===== src/rtl/du_inst_loader_pkg.sv =====
// Shared definitions for the debug-unit program loader: FSM encoding,
// end-of-program marker and byte-lane geometry.
package du_inst_loader_pkg;

  typedef enum logic [1:0] {
    ST_IDLE  = 2'd0,
    ST_RECV  = 2'd1,
    ST_WRITE = 2'd2,
    ST_DONE  = 2'd3
  } state_e;

  localparam int unsigned NB_REG_C   = 32;
  localparam int unsigned NB_BYTE_C  = 8;
  localparam int unsigned NB_LANES_C = NB_REG_C / NB_BYTE_C;

  localparam logic [NB_REG_C-1:0] HALT_WORD_C = 32'hFFFF_FFFF;

endpackage


===== src/rtl/du_inst_loader_packer.sv =====
// Little-endian byte packer: drops each shifted-in byte into the lane selected
// by a wrapping lane counter and exposes the word including the current byte.
module du_inst_loader_packer
  import du_inst_loader_pkg::*;
#(
  parameter int unsigned NB_BYTE  = NB_BYTE_C,
  parameter int unsigned NB_LANES = NB_LANES_C
) (
  input  logic                        i_clk,
  input  logic                        i_reset,
  input  logic                        i_clear,
  input  logic                        i_shift,
  input  logic [NB_BYTE-1:0]          i_byte,
  output logic                        o_last,
  output logic [NB_BYTE*NB_LANES-1:0] o_word_next
);

  localparam int unsigned CW = (NB_LANES > 1) ? $clog2(NB_LANES) : 1;

  logic [CW-1:0]                cnt_q, cnt_d;
  logic [NB_BYTE*NB_LANES-1:0]  word_q, word_d;

  assign o_last      = (cnt_q == CW'(NB_LANES - 1));
  assign o_word_next = word_d;

  // NOTE: every variable gets a default before the branches, so no path
  // leaves it unassigned and no latch is inferred.
  always_comb begin
    cnt_d  = cnt_q;
    word_d = word_q;
    if (i_clear) begin
      cnt_d  = '0;
      word_d = '0;
    end else if (i_shift) begin
      word_d[cnt_q*NB_BYTE +: NB_BYTE] = i_byte;
      cnt_d = o_last ? '0 : cnt_q + 1'b1;
    end
  end

  // NOTE: state registers use non-blocking assignments so every flop samples
  // the pre-edge values regardless of process ordering.
  always_ff @(posedge i_clk or negedge i_reset) begin
    if (!i_reset) begin
      cnt_q  <= '0;
      word_q <= '0;
    end else begin
      cnt_q  <= cnt_d;
      word_q <= word_d;
    end
  end

endmodule


===== src/rtl/du_inst_loader.sv =====
// Program loader: pops UART RX bytes, packs them into instructions and writes
// them to consecutive instruction-memory words until HALT_WORD or memory full.
module du_inst_loader
  import du_inst_loader_pkg::*;
#(
  parameter int unsigned       NB_REG    = NB_REG_C,
  parameter int unsigned       NB_BYTE   = NB_BYTE_C,
  parameter int unsigned       NB_WIDHT  = 9,
  parameter logic [NB_REG-1:0] HALT_WORD = HALT_WORD_C
) (
  input  logic               i_clk,
  input  logic               i_reset,
  input  logic               i_start,
  input  logic               i_abort,
  input  logic               i_rx_empty,
  input  logic [NB_BYTE-1:0] i_rx_data,
  output logic               o_rx_rd,
  output logic               o_w_mem,
  output logic [NB_REG-1:0]  o_inst,
  output logic [NB_REG-1:0]  o_addr_inst,
  output logic               o_busy,
  output logic               o_done,
  output logic               o_overflow
);

  localparam int unsigned LANES = NB_REG / NB_BYTE;

  state_e                state_q, state_d;
  logic [NB_WIDHT-1:0]   word_idx_q, word_idx_d;
  logic [NB_REG-1:0]     inst_q, inst_d;
  logic [NB_REG-1:0]     addr_q, addr_d;
  logic                  overflow_q, overflow_d;

  logic                  pk_clear, pk_shift, pk_last;
  logic [NB_REG-1:0]     pk_word_next;

  du_inst_loader_packer #(
    .NB_BYTE  (NB_BYTE),
    .NB_LANES (LANES)
  ) u_packer (
    .i_clk       (i_clk),
    .i_reset     (i_reset),
    .i_clear     (pk_clear),
    .i_shift     (pk_shift),
    .i_byte      (i_rx_data),
    .o_last      (pk_last),
    .o_word_next (pk_word_next)
  );

  always_comb begin
    state_d    = state_q;
    word_idx_d = word_idx_q;
    inst_d     = inst_q;
    addr_d     = addr_q;
    overflow_d = overflow_q;
    pk_clear   = 1'b0;
    pk_shift   = 1'b0;
    o_rx_rd    = 1'b0;
    o_done     = 1'b0;

    unique case (state_q)
      ST_IDLE: begin
        if (i_start && !i_abort) begin
          word_idx_d = '0;
          overflow_d = 1'b0;
          pk_clear   = 1'b1;
          state_d    = ST_RECV;
        end
      end

      ST_RECV: begin
        if (i_abort) begin
          pk_clear = 1'b1;
          state_d  = ST_IDLE;
        end else if (!i_rx_empty) begin
          o_rx_rd  = 1'b1;
          pk_shift = 1'b1;
          if (pk_last) begin
            // Latch word and address together so both are stable in WRITE.
            inst_d = pk_word_next;
            addr_d = '0;
            addr_d[NB_WIDHT+1:0] = {word_idx_q, 2'b00};
            state_d = ST_WRITE;
          end
        end
      end

      ST_WRITE: begin
        if (i_abort) begin
          state_d = ST_IDLE;
        end else if (inst_q == HALT_WORD) begin
          state_d = ST_DONE;
        end else if (word_idx_q == '1) begin
          overflow_d = 1'b1;
          state_d    = ST_DONE;
        end else begin
          word_idx_d = word_idx_q + 1'b1;
          state_d    = ST_RECV;
        end
      end

      ST_DONE: begin
        o_done  = !i_abort;
        state_d = ST_IDLE;
      end

      default: state_d = ST_IDLE;
    endcase
  end

  always_ff @(posedge i_clk or negedge i_reset) begin
    if (!i_reset) begin
      state_q    <= ST_IDLE;
      word_idx_q <= '0;
      inst_q     <= '0;
      addr_q     <= '0;
      overflow_q <= 1'b0;
    end else begin
      state_q    <= state_d;
      word_idx_q <= word_idx_d;
      inst_q     <= inst_d;
      addr_q     <= addr_d;
      overflow_q <= overflow_d;
    end
  end

  assign o_w_mem     = (state_q == ST_WRITE);
  assign o_busy      = (state_q != ST_IDLE);
  assign o_inst      = inst_q;
  assign o_addr_inst = addr_q;
  assign o_overflow  = overflow_q;

endmodule


===== config.mk =====
export PLATFORM = sky130hd
export DESIGN_NAME = du_inst_loader
export DESIGN_NICKNAME = d
export VERILOG_FILES = /design/src/rtl/du_inst_loader_pkg.sv /design/src/rtl/du_inst_loader_packer.sv /design/src/rtl/du_inst_loader.sv
export SDC_FILE = /design/constraint.sdc
export NUM_CORES = 1
export LEC_CHECK = 0
export BUFFER_PORTS_ARGS = -buffer_cell sky130_fd_sc_hd__buf_2
export CORE_ASPECT_RATIO = 0.7
export CORE_MARGIN = 10
export CORE_UTILIZATION = 38
export DETAILED_ROUTE_END_ITERATION = 8
export PLACE_DENSITY = 0.61
export SYNTH_ARGS = -nofsm -noshare
export SYNTH_HDL_FRONTEND = slang
export SYNTH_SLANG_ARGS = --single-unit
export TNS_END_PERCENT = 20

===== constraint.sdc =====
create_clock -name i_clk -period 4.21 [get_ports i_clk]
set_input_delay 0.2105 -clock i_clk [delete_from_list [all_inputs] [get_ports i_clk]]
set_output_delay 0.2105 -clock i_clk [all_outputs]
set_load 0.1 [all_outputs]

## Yosys cells after proc, flatten, opt, wreduce, memory -nomap -nowiden

Index checks and enable logic that the tools add are counted.

- Logic and storage cells: 68
- Register bits: 87
- Output and inout port bits: 69

- Bitwise operators: 2
- Muxes and demuxes: 31
- Shift-type cells: 2
- Add/subtract/negate cells: 3
- Equality and inequality tests: 13
- Reductions and logical operators: 10

Operators by type and width:

| kind | number |
|---|---|
| two-way mux 32 bit | 2 |
| two-way mux 9 bit | 4 |
| negation 5 -> 34 bit | 1 |
| variable shift 8 x 34 -> 32 bit, first input constant | 1 |
| indexed part select 8 x 34 -> 32 bit | 1 |
| bitwise mux 32 bit | 1 |
| == test 32 bit, second input constant | 1 |
| two-way mux 2 bit | 10 |
| case mux 9 bit (2 select lines) | 1 |
| two-way mux 1 bit | 10 |
| AND reduction 5 bit | 2 |
| adder 9 x 1 -> 9 bit, second input constant | 1 |
| == test 9 bit, second input constant | 1 |
| != test 2 bit, second input constant | 4 |
| case mux 2 bit (4 select lines) | 1 |
| == test 2 bit, second input constant | 3 |
| nonzero test 2 bit | 3 |
| case mux 1 bit (2 select lines) | 2 |
| AND reduction 4 bit | 1 |
| != test 3 x 2 -> 1 bit, second input constant | 1 |
| != test 3 bit, second input constant | 1 |
| AND reduction 3 bit | 1 |
| adder 2 x 1 -> 2 bit, second input constant | 1 |
| == test 2 x 1 -> 1 bit, second input constant | 1 |
| other kinds (5) | 6 |

## Depth between registers and ports, before layout

Gate-level depths: netlist of the first run.

- Depth in word-level cells: 5
- Mapped depth: 8

## Hierarchy

A second synthesis of the first run with hierarchy kept.

- Cells, all modules: 354
- Area total of the unflattened synthesis: 4,091.4 sq um

By module, submodules not included:

| module | instances | area each (sq um) | cells an instance | seq. area each (sq um) |
|---|---|---|---|---|
| du_inst_loader | 1 | 2,469.9 | 193 | 1,326.3 |
| du_inst_loader_packer | 1 | 1,621.6 | 161 | 850.8 |

## Least setup slack after synthesis of the first run

No wires, ideal clock.

- Kind: reg2reg
- Start: reg inst_q[21] (netlist: o_inst[21])
- End: reg overflow_q (netlist: o_overflow)
- Stages on the path, launching flop included: 6
- Path slack: 1.871 ns
- Data arrival time: 2.215 ns
- Path through: dfrtp_1 > nand4_1 > nor4_2 > buf_2 > a211oi_1 > o22a_1

- Cells in the longest elaborated chain, start to end: 3

RTL lines:

| item | line | RTL |
|---|---|---|
| start, declared | du_inst_loader.sv:30 | `logic [NB_REG-1:0] inst_q, inst_d;` |
| start signal, assigned | du_inst_loader.sv:121 | `inst_q <= inst_d;` |
| == test 32 bit | du_inst_loader.sv:91 | `end else if (inst_q == HALT_WORD) begin` |
| != test 2 bit (no line) | n/a |  |
| AND reduction 5 bit (no line) | n/a |  |
| end signal, assigned | du_inst_loader.sv:123 | `overflow_q <= overflow_d;` |
| end, declared | du_inst_loader.sv:32 | `logic overflow_q, overflow_d;` |

Every way passes these cells.
A chain may end at the register's enable or synchronous reset.

## Final worst setup path of the first run

- Start: reg state_q[1]
- End: out o_w_mem

- Cells in the longest elaborated chain, start to end: 1

RTL lines:

| item | line | RTL |
|---|---|---|
| start, declared | du_inst_loader.sv:28 | `state_e state_q, state_d;` |
| start signal, assigned | du_inst_loader.sv:119 | `state_q <= state_d;` |
| == test 2 bit | du_inst_loader.sv:127 | `assign o_w_mem = (state_q == ST_WRITE);` |
| end, declared | du_inst_loader.sv:18 | `output logic o_w_mem,` |

Every way passes these cells.

==> qor.csv, run 1 <==
metric,value,unit
status,completed,
power_frac_clock,41.2,%
p_leak,2.32,nW
rsz0062_at_grt,no,
async_reset_ff_share,100,%
clk_latency,0.34,ns
numClockSinks,87,
first_pass_iters,5,
synth_cell_type_count,44,
via_per_inst,5.28,
vias,3324,
fin_skew,0.00712,ns
fin_crit,2.54,ns
core_region_area,11000,sq um
grt_pass1_wl,17.7,mm
maxCapViolCount,0,
worstSetupPathType,reg2out,
grt_pass1_vias,3148,
worstMarginPinSlew,1.11,ns
die_w,146,um
path_clk_slew,0.06,ns
grt_antenna_before_repair,0,
cp_data_required_time,4.00,ns
max_freq,393,MHz
startpoint,state_q[1],
cp-end-kind,output port,
gp_congestion,0.838,
hold_buffers,0,
yosys.area.top_type_share,51.4,%
grt_max_degree,88,
crit_slowest_cell,nor2b_1,
relSlewSlack,25.9,%
cp.arrival,2.33,ns
fin_tns_setup,0,ns
slew_violations,0,
post_route_cells_drive_above_1_share,17.2,%
cp.depth,2,
synth_seq_cells,87,
cts_root_buffer,clkbuf_16,
avgSynthCellArea,9.90,sq um
ios,82,
r2r-start,word_idx_q[0],
synth_seq_area_share,51.4,%
route.detailed.drc,0,
hold_viol,0,
r2r_setup_slack,1.81,ns
pwr-share-comb,13.1,%
start_util,38.6,%
cts_setup_buffers,0,
grt_use_total,14.1,%
crit_fanout,14,
wirelength,11.2,mm
die_h,108,um
path_cells,"nor2b_1, buf_2",
critPathBufInv,1,
io_buffers,58,
slowest_delay,0.83,ns
drt.antenna.violating_nets,0,
diodes,0,
post-synth-top-area-cell,dfrtp_1,
layout.nets,494,
postLayoutSetupSlackWorst,1.67,ns
first_iter_violations,446,
synth.most_common_cell,dfrtp_1,
clk_path_buf_depth,2,
cts_tree,built,
syn_area,4240,sq um
wl_per_cell,17.7,um
synthTopCellsByArea,"dfrtp_1, a21boi_1, a31oi_1, buf_4, o21ai_1",
synth_edf_count,0,
cts_buffers,9,
finalPower,1.87,mW
rows,32,
finalCritPeriodShare,60.4,%
cts_htree_levels,3,
p_switching,0.536,mW
timing.rr.end,word_idx_q[4],
seqPwrFrac,45.8,%
powerDensity,386,nW/um^2
ff2ff_path_depth,6,
p_int,1.33,mW
cp-start-kind,flip-flop,
irDropWorstVdd,0.199,mV
hold_path.class,in2async,
grt.overflow.total,0,
dp_slack,1.87,ns
cp_top_family,simple AND/OR/NAND/NOR gates,
dieArea,15800,sq um
swShare,28.7,%
synth_cells,428,
area_growth,14.3,%
cts_resized,0,
synth.cells.most_frequent,"dfrtp_1, nand2_1, nor2_1",
synth_warnings,0,
finalSetupViolations,0,
hpwl,7.74,mm
synthFlopType,dfrtp_1,
## flip-flops by register name, summed over array words and instances, names as in the netlist
| register | count |
|---|---|
| u_packer.cnt_q | 2 |
| state_q | 2 |
| o_overflow | 1 |
| u_packer.word_q | 32 |
| o_inst | 32 |
| word_idx_q | 9 |
| o_addr_inst | 9 |
## cells in the final DEF (no fill, tap or decap), types with 2 or more instances in the layout
cell / n
dfrtp_1: 87
buf_2: 57
and2_1: 7
mux2_1: 9
clkbuf_16: 9
nor3b_1: 3
a211oi_1: 3
nand2_1: 44
o2111ai_1: 2
nor3_1: 2
a221o_1: 2
o21ai_1: 35
nor2_1: 40
nand3_1: 4
a211o_1: 2
a2111oi_0: 3
a31oi_1: 32
and4_1: 2
inv_1: 6
or4_1: 2
nor4_2: 2
nand4b_1: 2
and3_1: 5
conb_1: 23
clkinv_2: 2
o211ai_1: 5
buf_4: 6
nor2b_1: 3
a21oi_1: 7
ha_1: 8
nand3b_1: 2
clkbuf_1: 2
nand4_1: 12
o31ai_1: 2
a21boi_1: 32
## logic make-up (layout without fill, tap and decap cells)
family                   count (synthesis)  in the layout  synth area share, %
AND/OR/NAND/NOR                        134            134                 15.7
adder cells (fa/ha/maj)                  8              8                 2.36
buffers and inverters                   57             84                 7.59
multiplexers                             9              9                 2.39
flip-flops                              87             87                 51.4
other                                    1             23               0.0885
AO/OA/AOI/OAI                          132            132                 20.5
## power by group through the flow
stage	registers, mW	clock network [mW]	logic (mW)
2_1_floorplan	0.889	0	0.183
3_3_place_gp	0.870	0	0.241
3_5_place_dp	0.871	0	0.243
4_1_cts	0.856	0.787	0.244
5_1_grt	0.857	0.825	0.260
6_report	0.856	0.770	0.244
## worst register-to-register path, cell delays in order, from the launching register on
cell       delay (ns)
dfrtp_1          0.46
ha_1             0.29
and4_1           0.25
ha_1             0.39
nor2b_1          0.36
o2111ai_1        0.17
a311o_1          0.37
## worst max-delay path by stage
stage,endpoint,slack [ns]
after CTS,o_w_mem,1.66
after floorplan,o_overflow,1.87
after detailed placement,word_idx_q[4],1.87
final,o_w_mem,1.67
after global routing,o_w_mem,1.45
after global placement,o_inst[15],1.93
## per-layer routing
layer | GRT usage, % | share of wire [%] | vias to the layer above
met2 | 20.0 | 43 | 98
met5 | 0 | 0 | -
li1 | - | - | 1587
met3 | 5.01 | 6.1 | 8
met1 | 19.6 | 49 | 1631
met4 | 4.63 | 1.0 | 0
## area by class of cell
type	count	area, sq um
Multi-Input combinational cell	306	1840
Clock buffer	11	233
Clock inverter	4	47.5
Inverter	6	22.5
Fill cell	1081	6130
Timing Repair Buffer	63	330
Tap cell	153	191
Sequential cell	87	2180
## per-stage QoR
stage          cells  util [%]  instance area, sq um  hold slack (ns)
2_1_floorplan    450         -                  4320          -0.0851
3_3_place_gp     615      41.6                  4560            0.470
3_5_place_dp     615      41.6                  4560            0.475
4_1_cts          630      44.1                  4840            0.119
5_1_grt          630      44.1                  4840            0.141
6_report         630      44.1                  4840           0.0547
Power figures use the tool's default switching activity.
==> run 2: changes to the inputs <==
- clock period: 4.21 -> 2.62 ns (I/O delays scaled with it)
==> qor.csv, run 2 (synthesized netlist as in run 1, its figures left out) <==
metric,value,unit,change
status,completed,,
p_leak,2.37,nW,+1.9%
core_region_area,11000,sq um,unchanged
finalCritPeriodShare,89.3,%,
clk_path_buf_depth,2,,unchanged
fin_tns_setup,0,ns,unchanged
cp_data_required_time,2.88,ns,-1.12 ns
wl_met3,890,um,+30%
hold_path.class,in2reg,,
r2r_setup_slack,0.28,ns,-1.53 ns
powerDensity,620,nW/um^2,+61%
wl_per_cell,17.7,um,-0.25%
clk_latency,0.34,ns,about the same
vias,3368,,+1.3%
seq_area,2180,sq um,unchanged
crit_fanout,8,,-6
die_w,146,um,unchanged
rows,32,,unchanged
wirelength,11.2,mm,+0.70%
grt.overflow.total,0,,unchanged
layout.nets,501,,+1.4%
via_per_inst,5.30,,+0.37%
worstSetupPathType,reg2reg,,
first_pass_iters,4,,-1
cp.arrival,2.60,ns,+0.27 ns
wl_met1,5.42,mm,-1.8%
grt_max_degree,53,,-40%
io_buffers,58,,unchanged
dr_wl_met2,4.82,mm,-0.50%
layout_common_cells,"dfrtp_1, buf_2, nand2_1",,
dp_slack,0.349,ns,-1.52 ns
dp.cells,621,,+0.98%
start_util,38.6,%,unchanged
grt_antenna_before_repair,0,,unchanged
numClockSinks,87,,unchanged
worstMarginPinSlew,0.954,ns,-0.158 ns
finalSetupViolations,0,,unchanged
cp-end-kind,flip-flop,,
slew_violations,0,,unchanged
ios,82,,unchanged
cts_setup_buffers,0,,unchanged
die_h,108,um,unchanged
cp-start-kind,flip-flop,,
multiInputGateArea,1830,sq um,-0.41%
rsz0062_at_grt,no,,
stdcell_count,636,,+0.95%
cts_buffers,9,,unchanged
finalPower,3.04,mW,+63%
hold_viol,0,,unchanged
diodes,0,,unchanged
cts_tree,built,,
gp_congestion,0.883,,+5.5%
final_common_cell,dfrtp_1,,
drt.antenna.violating_nets,0,,unchanged
top_layer,met4,,
first_iter_violations,289,,-35%
maxCapViolCount,0,,unchanged
fin_skew,0.00704,ns,-0.0000729 ns
dieArea,15800,sq um,unchanged
path_clk_slew,0.06,ns,about the same
route.detailed.drc,0,,unchanged
grt_pass1_vias,3273,,+4.0%
max_freq,427,MHz,
grt_use_total,14.4,%,+0.33 points
hpwl,7.82,mm,+0.98%
fill_cells,1104,,+2.1%
cts_htree_levels,3,,unchanged
fin_crit,2.34,ns,
grt_pass1_wl,18.2,mm,+3.0%
relSlewSlack,36.3,%,+10 points
cts_root_buffer,clkbuf_16,,
post_route_cells_drive_above_1_share,18.4,%,+1.2 points
area_growth,15.9,%,
irDropWorstVdd,0.328,mV,+64%
postLayoutSetupSlackWorst,0.280,ns,-1.39 ns
[run 2: cell types whose count changed in the layout (fill, tap and decap cells not counted)]
cell / change
clkbuf_8: +1
dlygate4sd3_1: +1
a21oi_4: -1
a21oi_2: +1
buf_4: +5
clkbuf_1: -2
buf_12: +1
[run 2: metrics by stage]
step	instance area (sq um)	hold slack, ns	util, %
2_1_floorplan	4320	-0.165	-
3_3_place_gp	4610	0.218	42.0
3_5_place_dp	4610	0.230	42.0
4_1_cts	4910	0.0495	44.7
5_1_grt	4910	0.0478	44.7
6_report	4910	0.0551	44.7
[run 2: layout make-up]
| type | instances | share of cell area (%) |
|---|---|---|
| flip-flops and latches | 87 | 44.4 |
| multi-input cells | 306 | 37.3 |
| repair buffers | 70 | 8.11 |
| clock buffers | 10 | 4.87 |
| well taps | 153 | 3.90 |
| clock inverters | 4 | 0.969 |
| inverters | 6 | 0.459 |
[run 2: what timing repair did]
item                      CTS  global route
gates resized for setup     0             0
hold buffers                1             0
hold endpoints to repair   51             0
[run 2: routing by layer]
layer  GRT usage (%)  up-vias
met3            5.30        8
met5               0        -
met1            20.6     1663
met4            3.70        0
li1                -     1605
met2            20.1       92
[run 2: worst paths after layout]
check,from,end,depth (start not counted)
max,u_packer.cnt_q[0],o_inst[14],5
min,i_abort,state_q[0],2
max reg2reg,u_packer.cnt_q[0],o_inst[14],5
min reg2reg,o_addr_inst[7],o_addr_inst[7],1
max in group asynchronous,i_reset,o_inst[5],3
min in group asynchronous,i_reset,o_addr_inst[2],2
[run 2: critical path: stages, from the launching register on]
cell,delay [ns]
dfrtp_1,0.47
inv_1,0.16
ha_1,0.38
nor3b_1,0.79
a31oi_1,0.26
o21ai_1,0.19
[run 2: where the power goes]
part | internal (mW) | switching (mW)
logic | 0.0659 | 0.346
registers | 1.36 | 0.0139
clock network | 0.750 | 0.507
total | 2.18 | 0.867
